[config.mk]
export PLATFORM = sky130hd
export DESIGN_NAME = mux2_pipe
export DESIGN_NICKNAME = d
export VERILOG_FILES = /design/src/rtl/mux2_pipe_pkg.sv /design/src/rtl/mux2_core.sv /design/src/rtl/mux2_pipe.sv
export SDC_FILE = /design/constraint.sdc
export NUM_CORES = 1
export LEC_CHECK = 0
export ABC_AREA = 1
export BUFFER_PORTS_ARGS = -buffer_cell sky130_fd_sc_hd__buf_2
export CAP_MARGIN = 20
export CELL_PAD_IN_SITES_DETAIL_PLACEMENT = 1
export CELL_PAD_IN_SITES_GLOBAL_PLACEMENT = 1
export CORE_UTILIZATION = 35
export CTS_CLUSTER_DIAMETER = 40
export DETAILED_ROUTE_END_ITERATION = 7
export GPL_TIMING_DRIVEN = 0
export PLACE_DENSITY = 0.8
export SYNTH_ARGS = -nofsm -noshare
export SYNTH_HDL_FRONTEND = slang
export SYNTH_SLANG_ARGS = --single-unit
export TNS_END_PERCENT = 5
[constraint.sdc]
create_clock -name clk -period 2.25 [get_ports clk]
set_clock_uncertainty 0.2 [all_clocks]
set_input_delay 0.225 -clock clk [delete_from_list [all_inputs] [get_ports clk]]
set_output_delay 0.225 -clock clk [all_outputs]
set_load 0.02 [all_outputs]
[src/rtl/mux2_pipe_pkg.sv]
// rtl/mux2_pipe_pkg.sv - shared defaults and select encodings for mux2_pipe
package mux2_pipe_pkg;

    localparam int DEF_WIDTH = 1;
    localparam int DEF_CNT_W = 8;

    localparam logic SEL_IN1 = 1'b0;
    localparam logic SEL_IN2 = 1'b1;

endpackage

[src/rtl/mux2_core.sv]
// rtl/mux2_core.sv - combinational WIDTH-bit 2:1 select
module mux2_core
    import mux2_pipe_pkg::*;
#(
    parameter int WIDTH = DEF_WIDTH
) (
    input  logic             sel,
    input  logic [WIDTH-1:0] in1,
    input  logic [WIDTH-1:0] in2,
    output logic [WIDTH-1:0] out
);

    // Steer in2 through when sel picks it, otherwise in1
    assign out = (sel == SEL_IN2) ? in2 : in1;

endmodule

[src/rtl/mux2_pipe.sv]
// rtl/mux2_pipe.sv - 2:1 select with registered copy and sel toggle counter; option MUX2_PIPE_OUT_REG_EN registers out
module mux2_pipe
    import mux2_pipe_pkg::*;
#(
    parameter int WIDTH = DEF_WIDTH,
    parameter int CNT_W = DEF_CNT_W
) (
    input  logic             clk,
    input  logic             rst_n,
    input  logic             sel,
    input  logic [WIDTH-1:0] in1,
    input  logic [WIDTH-1:0] in2,
    input  logic             in_valid,
    output logic [WIDTH-1:0] out,
    output logic [WIDTH-1:0] out_q,
    output logic             out_q_valid,
    output logic [CNT_W-1:0] sel_toggle_cnt
);

    localparam logic [CNT_W-1:0] CNT_MAX = {CNT_W{1'b1}};

    logic [WIDTH-1:0] mux_out;
    logic             sel_prev;

    mux2_core #(
        .WIDTH (WIDTH)
    ) u_core (
        .sel (sel),
        .in1 (in1),
        .in2 (in2),
        .out (mux_out)
    );

`ifdef MUX2_PIPE_OUT_REG_EN
    // Registered out: one cycle behind the inputs, cleared by reset
    always_ff @(posedge clk or negedge rst_n) begin
        if (!rst_n) begin
            out <= '0;
        end else begin
            out <= mux_out;
        end
    end
`else
    assign out = mux_out;
`endif

    // Capture the selection when qualified; valid mirrors in_valid one cycle late
    always_ff @(posedge clk or negedge rst_n) begin
        if (!rst_n) begin
            out_q       <= '0;
            out_q_valid <= 1'b0;
        end else begin
            out_q_valid <= in_valid;
            if (in_valid) begin
                out_q <= mux_out;
            end
        end
    end

    // Count sel transitions against last cycle's sel, stopping at all-ones
    always_ff @(posedge clk or negedge rst_n) begin
        if (!rst_n) begin
            sel_prev       <= SEL_IN1;
            sel_toggle_cnt <= '0;
        end else begin
            sel_prev <= sel;
            if ((sel != sel_prev) && (sel_toggle_cnt != CNT_MAX)) begin
                sel_toggle_cnt <= sel_toggle_cnt + CNT_W'(1);
            end
        end
    end

endmodule

After elaboration in Yosys (flattened, before gate mapping)
Index checks and enable logic that the tools add are counted.

Word-level logic and storage cells: 9. Output and inout port bits: 11. Flip-flop bits (word level): 11.

Mux-type cells: 1. Add/sub/neg operators: 1. Equal/unequal tests: 2. Reduce and logical (&&, ||, !) cells: 1.

Operators by type and width (number): adder 8 x 1 -> 8 bit, second input constant (1); != test 8 bit, second input constant (1); logical AND 1 bit (1); two-way mux 1 bit (1); != test 1 bit (1).

Longest topological paths before layout
Gate-level depths: netlist (run 1).

Depth after elaboration: 2. Mapped depth: 8. Depth with buffers taken out: 8.

By module
A second synthesis (run 1) with hierarchy kept.

Cell total of the unflattened synthesis: 72. Area total of the unflattened synthesis: 585.6 sq um.

By module, submodules not included: mux2_pipe (seq. area each 275.3 sq um, times used 1, area each 570.5 sq um, cells an instance 68); mux2_core (seq. area each 0.0 sq um, times used 1, area each 15.0 sq um, cells an instance 4).

Worst setup path after synthesis (run 1)
Ideal clock, no wire load.

Kind: register to register. Start point: register sel_toggle_cnt[0]. End point: register sel_toggle_cnt[3]. Buffers on the path: 0. Slack: 0.663 ns. Period minus slack after synthesis: 1.587 ns. Data required time: 1.933 ns. Cell stages (with the launch flop): 9. Arrival time: 1.270 ns. Cell sequence: dfrtp_1 -> ha_1 -> nand2_1 -> nor2_1 -> nand2_2 -> nand2_4 -> inv_4 -> nand2_1 -> nand2_1.

Cells in the longest elaborated chain, start to end: 2. Elaborated cells on any way between the ends: 3. Classes of those cells: add/sub: 1; eq/ne: 1; reduce/logical: 1.

RTL lines: start, declared (line mux2_pipe.sv:17) `output logic [CNT_W-1:0] sel_toggle_cnt`; start signal, assigned (line mux2_pipe.sv:68) `sel_toggle_cnt <= sel_toggle_cnt + CNT_W'(1);`; parallel branches: the longest is 2 deep, another holds adder 8 x 1 -> 8 bit.

Several ways; the timed one is not identified. A chain may end at the register's enable or synchronous reset.

Worst setup path after layout (run 1)
Start point: input sel. End point: output out.

Cells in the longest elaborated chain, start to end: 1.

RTL lines: start, declared (line mux2_pipe.sv:10) `input logic sel,`; two-way mux 1 bit (line mux2_core.sv:14) `assign out = (sel == SEL_IN2) ? in2 : in1;`; end, declared (line mux2_pipe.sv:14) `output logic [WIDTH-1:0] out,`.

Every way passes these cells.

==> reports/results.ini, run 1 <==
[detailed_routing]
drt-vias-per-instance = 4.88
drt-wirelength-per-cell_um = 12.7
wirelength_um = 1390
drtAntennaViolNets = 0
post-route-drc-count = 0
vias = 532
drtIter0Drc = 10
dr.pass1.iters = 4

[setup_path]
crit_chain = dlygate4sd3_1, buf_2, o21ai_0, buf_2
critical_path.top_delay_family = buffers and inverters
crit_buf_inv = 3
crit_fanout = 4
critPathRequiredTime_ps = 1820
cp_common_cell = buf_2
crit_slowest_cell = dlygate4sd3_1
startpoint_type = input port
endpoint_kind = primary output
critPathMaxStageDelay_ps = 550
arrival_ps = 1380
critPathKind = input port to primary output

[pwr]
p_leak_nw = 0.384
clockPowerShare = 0.197
power_frac_seq = 0.445
p_sw_mw = 0.290
switching_share = 0.417
p_comb_frac = 0.358
irDropWorstVdd_mv = 0.408
p_int_mw = 0.405
powerDensity_mw_per_mm2 = 950

[placed_design]
port_buffers = 16
dp_hpwl_um = 1020
place_congestion = 0.755
place_ws_ps = 565
dp_cells = 102

[global_routing]
grt_pass1_wl_um = 2460
grt_overflow_total = 0
antenna_found_initial = 0
met1_usage = 0.236
grt_max_degree = 12
grt.met2_usage = 0.298
grt_pass1_vias = 542
grt_use_met3 = 0.0388
busiest_layer = met2
track_usage = 0.183

[timing]
fmax_mhz = 553
final-max-slew-violation-count = 0
hold_violations = 0
relSlewSlack = 0.789
period_minus_slack_ps = 1810
tightestPinTransition_ps = 316
period_share = 0.804
finalSetupTns_ps = 0
rsz0062_at_grt = no
setup_ws_ps = 441
setup_viol = 0

[clocking]
cts_resized = 0
numCtsBuffers = 3
ctsHoldBuffers = 3
h-tree-depth = 1
clock-root-buffer = clkbuf_4
clock-sinks = 11
cts_setup_buffers = 0
clkLatencyLatePin_ps = 270
clkTransAtPathRegs_ps = 70
cts_tree = built
clock_path_buffers = 2

[logic_synthesis]
avgSynthCellArea_um2 = 8.22
seq_area_frac_synth = 0.478
synthTopCellsByArea = dfrtp_1 (48%), nand2_1 (19%), inv_1 (4.6%), nand3_1 (3.5%), xnor2_1 (3.0%)
syn_nets = 77
synth_top_area_frac = 0.478
synth_top_area_cell = dfrtp_1
netlist_area_um2 = 576
ys_ff_latch = 11
syn_inst = 70
yosys_warnings = 0
synth.distinct_cells = 17

[floorplanning]
fp-row-count = 14
die_area_mm2 = 0.00181
core-area_mm2 = 0.00152
die_w_um = 42.6
start_util = 0.378
ioPinCount = 17
die_h_um = 42.6

[worst_hold_path]
hp-class = input port to async pin

[final_layout]
finish.net_count = 101
drive_above_1_share = 0.280
stdcell_count = 109
diodes = 0
syn_to_final_growth_pct = 27.2

[flow_run]
drv_cap = 0

[outcome]
status = completed

## worst register-to-register path: stages (launching register included)
cell and delay [ps]:
dfrtp_1 440, ha_1 240, nand2_1 140, nor2_1 180
nand2_2 90, nand2_4 120, inv_4 60, nand2_1 60
nand2_1 40
## stage by stage
stage,hold slack [ps],power [mW],area [um2],utilization
2_1_floorplan,-271,0.468,576,-
6_report,150,0.695,732,0.480
3_3_place_gp,-91.9,0.546,676,0.443
3_5_place_dp,-88.8,0.560,676,0.443
5_1_grt,162,0.745,732,0.480
4_1_cts,154,0.702,732,0.480
## layout by cell type, fill, tap and decap left out, types with 3 or more instances in the layout
cell type and instances:
inv_1 7, clkbuf_4 3, buf_2 16, nand2_1 29, nand3_1 4, dlygate4sd3_1 3, nor2_1 4, dfrtp_1 11
## Yosys cell counts
library cell  number
nand2_2            2
xnor2_1            2
xor2_2             1
o21ai_0            1
nor2_4             1
nand2_4            1
dfrtp_1           11
nand3_1            4
nor2_1             4
xor2_1             1
nand4_1            2
o21ai_1            1
mux2_2             1
inv_4              1
ha_1               1
inv_1              7
nand2_1           29
## state kept, by name, summed over array words and instances (netlist names)
register,flops
sel_toggle_cnt,8
out_q,1
out_q_valid,1
sel_prev,1
## layer usage
layer  share of wire  routed length (um)
met5               0                   0
met4               0                   0
met3           0.030                  42
met2            0.51                 709
met1            0.46                 638
## final cells by class
type / instances / area (um2)
multi-input combinational: 51 / 268
inverter: 8 / 32.5
clock buffer: 4 / 26.3
timing repair buffer: 19 / 110
tap: 16 / 20.0
sequential: 11 / 275
fill: 208 / 792
## worst paths after layout
check / cells past startpoint / slack, ps / endpoint / startpoint
worst max-delay path: 4 / 440 / out / sel
worst min-delay path: 2 / 150 / sel_toggle_cnt[1]$_DFFE_PN0P_ / rst_n
worst max register to register: 8 / 570 / sel_toggle_cnt[3]$_DFFE_PN0P_ / sel_toggle_cnt[0]$_DFFE_PN0P_
worst min register to register: 1 / 320 / out_q$_DFFE_PN0P_ / out_q$_DFFE_PN0P_
max in group asynchronous: 2 / 1490 / sel_prev$_DFF_PN0_ / rst_n
min in group clk: 4 / 170 / out_q$_DFFE_PN0P_ / in2
## power by group through the flow
stage                     Combinational, mW  Sequential, mW  Clock (mW)
after floorplan                       0.114           0.354           0
after global placement                0.238           0.308           0
after detailed placement              0.248           0.312           0
after CTS                             0.253           0.309       0.140
after global routing                  0.280           0.319       0.147
final                                 0.249           0.309       0.137
## cell families (layout without fill, tap and decap cells)
| logic type | count (synthesis) | count (layout) | synth area share |
|---|---|---|---|
| and+or+nand+nor | 43 | 43 | 0.333 |
| DFF | 11 | 11 | 0.478 |
| buffers and inverters | 8 | 31 | 0.0565 |
| xor gates and xnor gates | 4 | 4 | 0.0739 |
| AOI/OAI and AO/OA | 2 | 2 | 0.0174 |
| adders and majority gates | 1 | 1 | 0.0217 |
| muxes | 1 | 1 | 0.0196 |
Power figures use the tool's default switching activity.
==> run 2: changes to the inputs <==
--- a/config.mk
+++ b/config.mk
@@ -10,11 +10,11 @@
 export CAP_MARGIN = 20
 export CELL_PAD_IN_SITES_DETAIL_PLACEMENT = 1
 export CELL_PAD_IN_SITES_GLOBAL_PLACEMENT = 1
-export CORE_UTILIZATION = 35
+export CORE_UTILIZATION = 31
 export CTS_CLUSTER_DIAMETER = 40
 export DETAILED_ROUTE_END_ITERATION = 7
 export GPL_TIMING_DRIVEN = 0
-export PLACE_DENSITY = 0.8
+export PLACE_DENSITY = 0.76
 export SYNTH_ARGS = -nofsm -noshare
 export SYNTH_HDL_FRONTEND = slang
 export SYNTH_SLANG_ARGS = --single-unit
==> constraint.sdc (replaced) <==
create_clock -name clk -period 1.6 [get_ports clk]
set_clock_uncertainty 0.2 [all_clocks]
set_input_delay 0.16 -clock clk [delete_from_list [all_inputs] [get_ports clk]]
set_output_delay 0.16 -clock clk [all_outputs]
set_load 0.02 [all_outputs]
==> run 2 against run 1 <==
Critical path depth is 4 higher. Flip-flop and latch count stayed put. Utilization is 3.1 points lower. Sequential power is 41% higher. Clock power is 36% higher. Design area is 6.0% higher. Die area is 12% higher. Clock-buffer cell count stayed put. Cell count is 10% higher. Global-route usage is 1.4 points lower. Via count is 1.3% lower. Highest routed layer is now met4.
==> reports/results.ini, run 2 (synthesis results as in run 1) <==
[outcome]
status = completed  ; unchanged

[detailed_routing]
wirelength_um = 1410  ; was 1390 um
vias = 525  ; was 532
drtIter0Drc = 1  ; was 10
drtAntennaViolNets = 0  ; unchanged
dr.pass1.iters = 4  ; unchanged
post-route-drc-count = 0  ; unchanged
drt-vias-per-instance = 4.38  ; was 4.88
drt-wirelength-per-cell_um = 11.8  ; was 12.7 um

[clocking]
clock_path_buffers = 2  ; unchanged
cts_tree = built  ; unchanged
h-tree-depth = 1  ; unchanged
clock-root-buffer = clkbuf_4  ; unchanged
numCtsBuffers = 3  ; unchanged
clkLatencyLatePin_ps = 260  ; was 270 ps
clkTransAtPathRegs_ps = 80  ; was 70 ps
clock-sinks = 11  ; unchanged

[setup_path]
startpoint_type = flop  ; was input port
critPathKind = flop to flop  ; was input port to primary output
crit_fanout = 8  ; was 4
critPathRequiredTime_ps = 1550  ; was 1820 ps
endpoint_kind = flop  ; was primary output
arrival_ps = 1450  ; was 1380 ps

[global_routing]
track_usage = 0.170  ; was 0.183
grt_overflow_total = 0  ; unchanged
grt_pass1_wl_um = 2360  ; was 2460 um
antenna_found_initial = 0  ; unchanged
grt_pass1_vias = 504  ; was 542
grt_max_degree = 12  ; unchanged

[floorplanning]
start_util = 0.333  ; was 0.378
die_area_mm2 = 0.00203  ; was 0.00181 mm2
die_w_um = 45.1  ; was 42.6 um
core-area_mm2 = 0.00173  ; was 0.00152 mm2
die_h_um = 45.1  ; was 42.6 um
fp-row-count = 15  ; was 14
ioPinCount = 17  ; unchanged

[placed_design]
place_area_um2 = 687  ; was 676 um2
dp_hpwl_um = 942  ; was 1020 um
port_buffers = 16  ; unchanged
place_congestion = 0.710  ; was 0.755
dp_cells = 111  ; was 102

[final_layout]
drive_above_1_share = 0.326  ; was 0.280
stdcell_count = 120  ; was 109
layout_common_cells = nand2_1 (28), buf_2 (16), dfrtp_1 (11)  ; was nand2_1 (29), buf_2 (16), dfrtp_1 (11)
diodes = 0  ; unchanged
n_fill_cell = 230  ; was 208
regMostFlops = sel_toggle_cnt  ; unchanged
finish.net_count = 103  ; was 101
syn_to_final_growth_pct = 34.8  ; was 27.2%
fin_area_um2 = 776  ; was 732 um2
largest_reg_flops = 8  ; unchanged
layout_commonest_cell = nand2_1  ; unchanged

[timing]
setup_viol = 0  ; unchanged
tightestPinTransition_ps = 308  ; was 316 ps
finalSetupTns_ps = 0  ; unchanged
timing.hold.ws_ps = 86.3  ; was 150 ps
period_minus_slack_ps = 1500
relSlewSlack = 0.795  ; was 0.789
period_share = 0.936
fmax_mhz = 668
rsz0062_at_grt = no  ; unchanged
hold_violations = 0  ; unchanged
final-max-slew-violation-count = 0  ; unchanged

[pwr]
powerDensity_mw_per_mm2 = 1340  ; was 950 mW/mm2
irDropWorstVdd_mv = 0.664  ; was 0.408 mV
p_leak_nw = 0.394  ; was 0.384 nW

[flow_run]
drv_cap = 0  ; unchanged

[worst_hold_path]
hp-class = input port to async pin  ; unchanged

run 2: changes by cell type in the layout (fill, tap and decap cells not counted), sizes merged:
cell,previous run,this run
buf,16,18
run 2: what timing repair did:
item                                    CTS  global route
buffers inserted                          1             1
gates resized for setup                   0             4
hold buffers                              3             0
pin swaps                                 0             1
hold endpoints to repair                 14             0
endpoints found under the setup margin    5             6
run 2: critical path: stages (launching register included):
cell and delay, ps:
dfrtp_1 430, ha_4 180, nand2_2 90, nor2_2 130, nand2_2 70, nand2_4 120
inv_4 60, nand2_1 60, nand2_1 40
run 2: final timing paths:
kind	start	endpoint	slack [ps]	depth (start not counted)
setup / recovery	sel_toggle_cnt[1]$_DFFE_PN0P_	sel_toggle_cnt[3]$_DFFE_PN0P_	100	8
hold / removal	rst_n	sel_toggle_cnt[0]$_DFFE_PN0P_	90	2
setup reg to reg	sel_toggle_cnt[1]$_DFFE_PN0P_	sel_toggle_cnt[3]$_DFFE_PN0P_	100	8
hold reg to reg	out_q$_DFFE_PN0P_	out_q$_DFFE_PN0P_	310	1
max in group asynchronous	rst_n	out_q_valid$_DFF_PN0_	900	2
min in group clk	sel	sel_toggle_cnt[7]$_DFFE_PN0P_	130	4
run 2: cell type report:
cell class	instances	area, um2	area share
clock buffers	4	26.3	0.0339
inverters	8	32.5	0.0419
multi-input cells	51	285	0.368
flip-flops and latches	11	275	0.355
well taps	25	31.3	0.0403
repair buffers	21	125	0.161
run 2: per-layer routing:
| layer | vias up | global-route usage | part of all wire |
|---|---|---|---|
| met5 | - | 0 | 0 |
| met4 | 0 | 0.109 | 0.013 |
| met3 | 2 | 0.0120 | 0.011 |
| met2 | 7 | 0.249 | 0.52 |
| met1 | 250 | 0.241 | 0.46 |
| li1 | 266 | - | - |
run 2: power by group:
part | internal (mW) | switching [mW]
Combinational | 0.177 | 0.236
Clock | 0.0962 | 0.0911
Sequential | 0.341 | 0.0969
Total | 0.614 | 0.424
run 2: metrics by stage:
step / setup slack [ps] / power [mW] / util
6_report: 103 / 1.04 / 0.449
5_1_grt: 5.80 / 1.13 / 0.449
4_1_cts: 21.5 / 0.988 / 0.435
3_5_place_dp: -20.4 / 0.778 / 0.398
3_3_place_gp: 3.47 / 0.770 / 0.398
2_1_floorplan: 13.4 / 0.659 / -
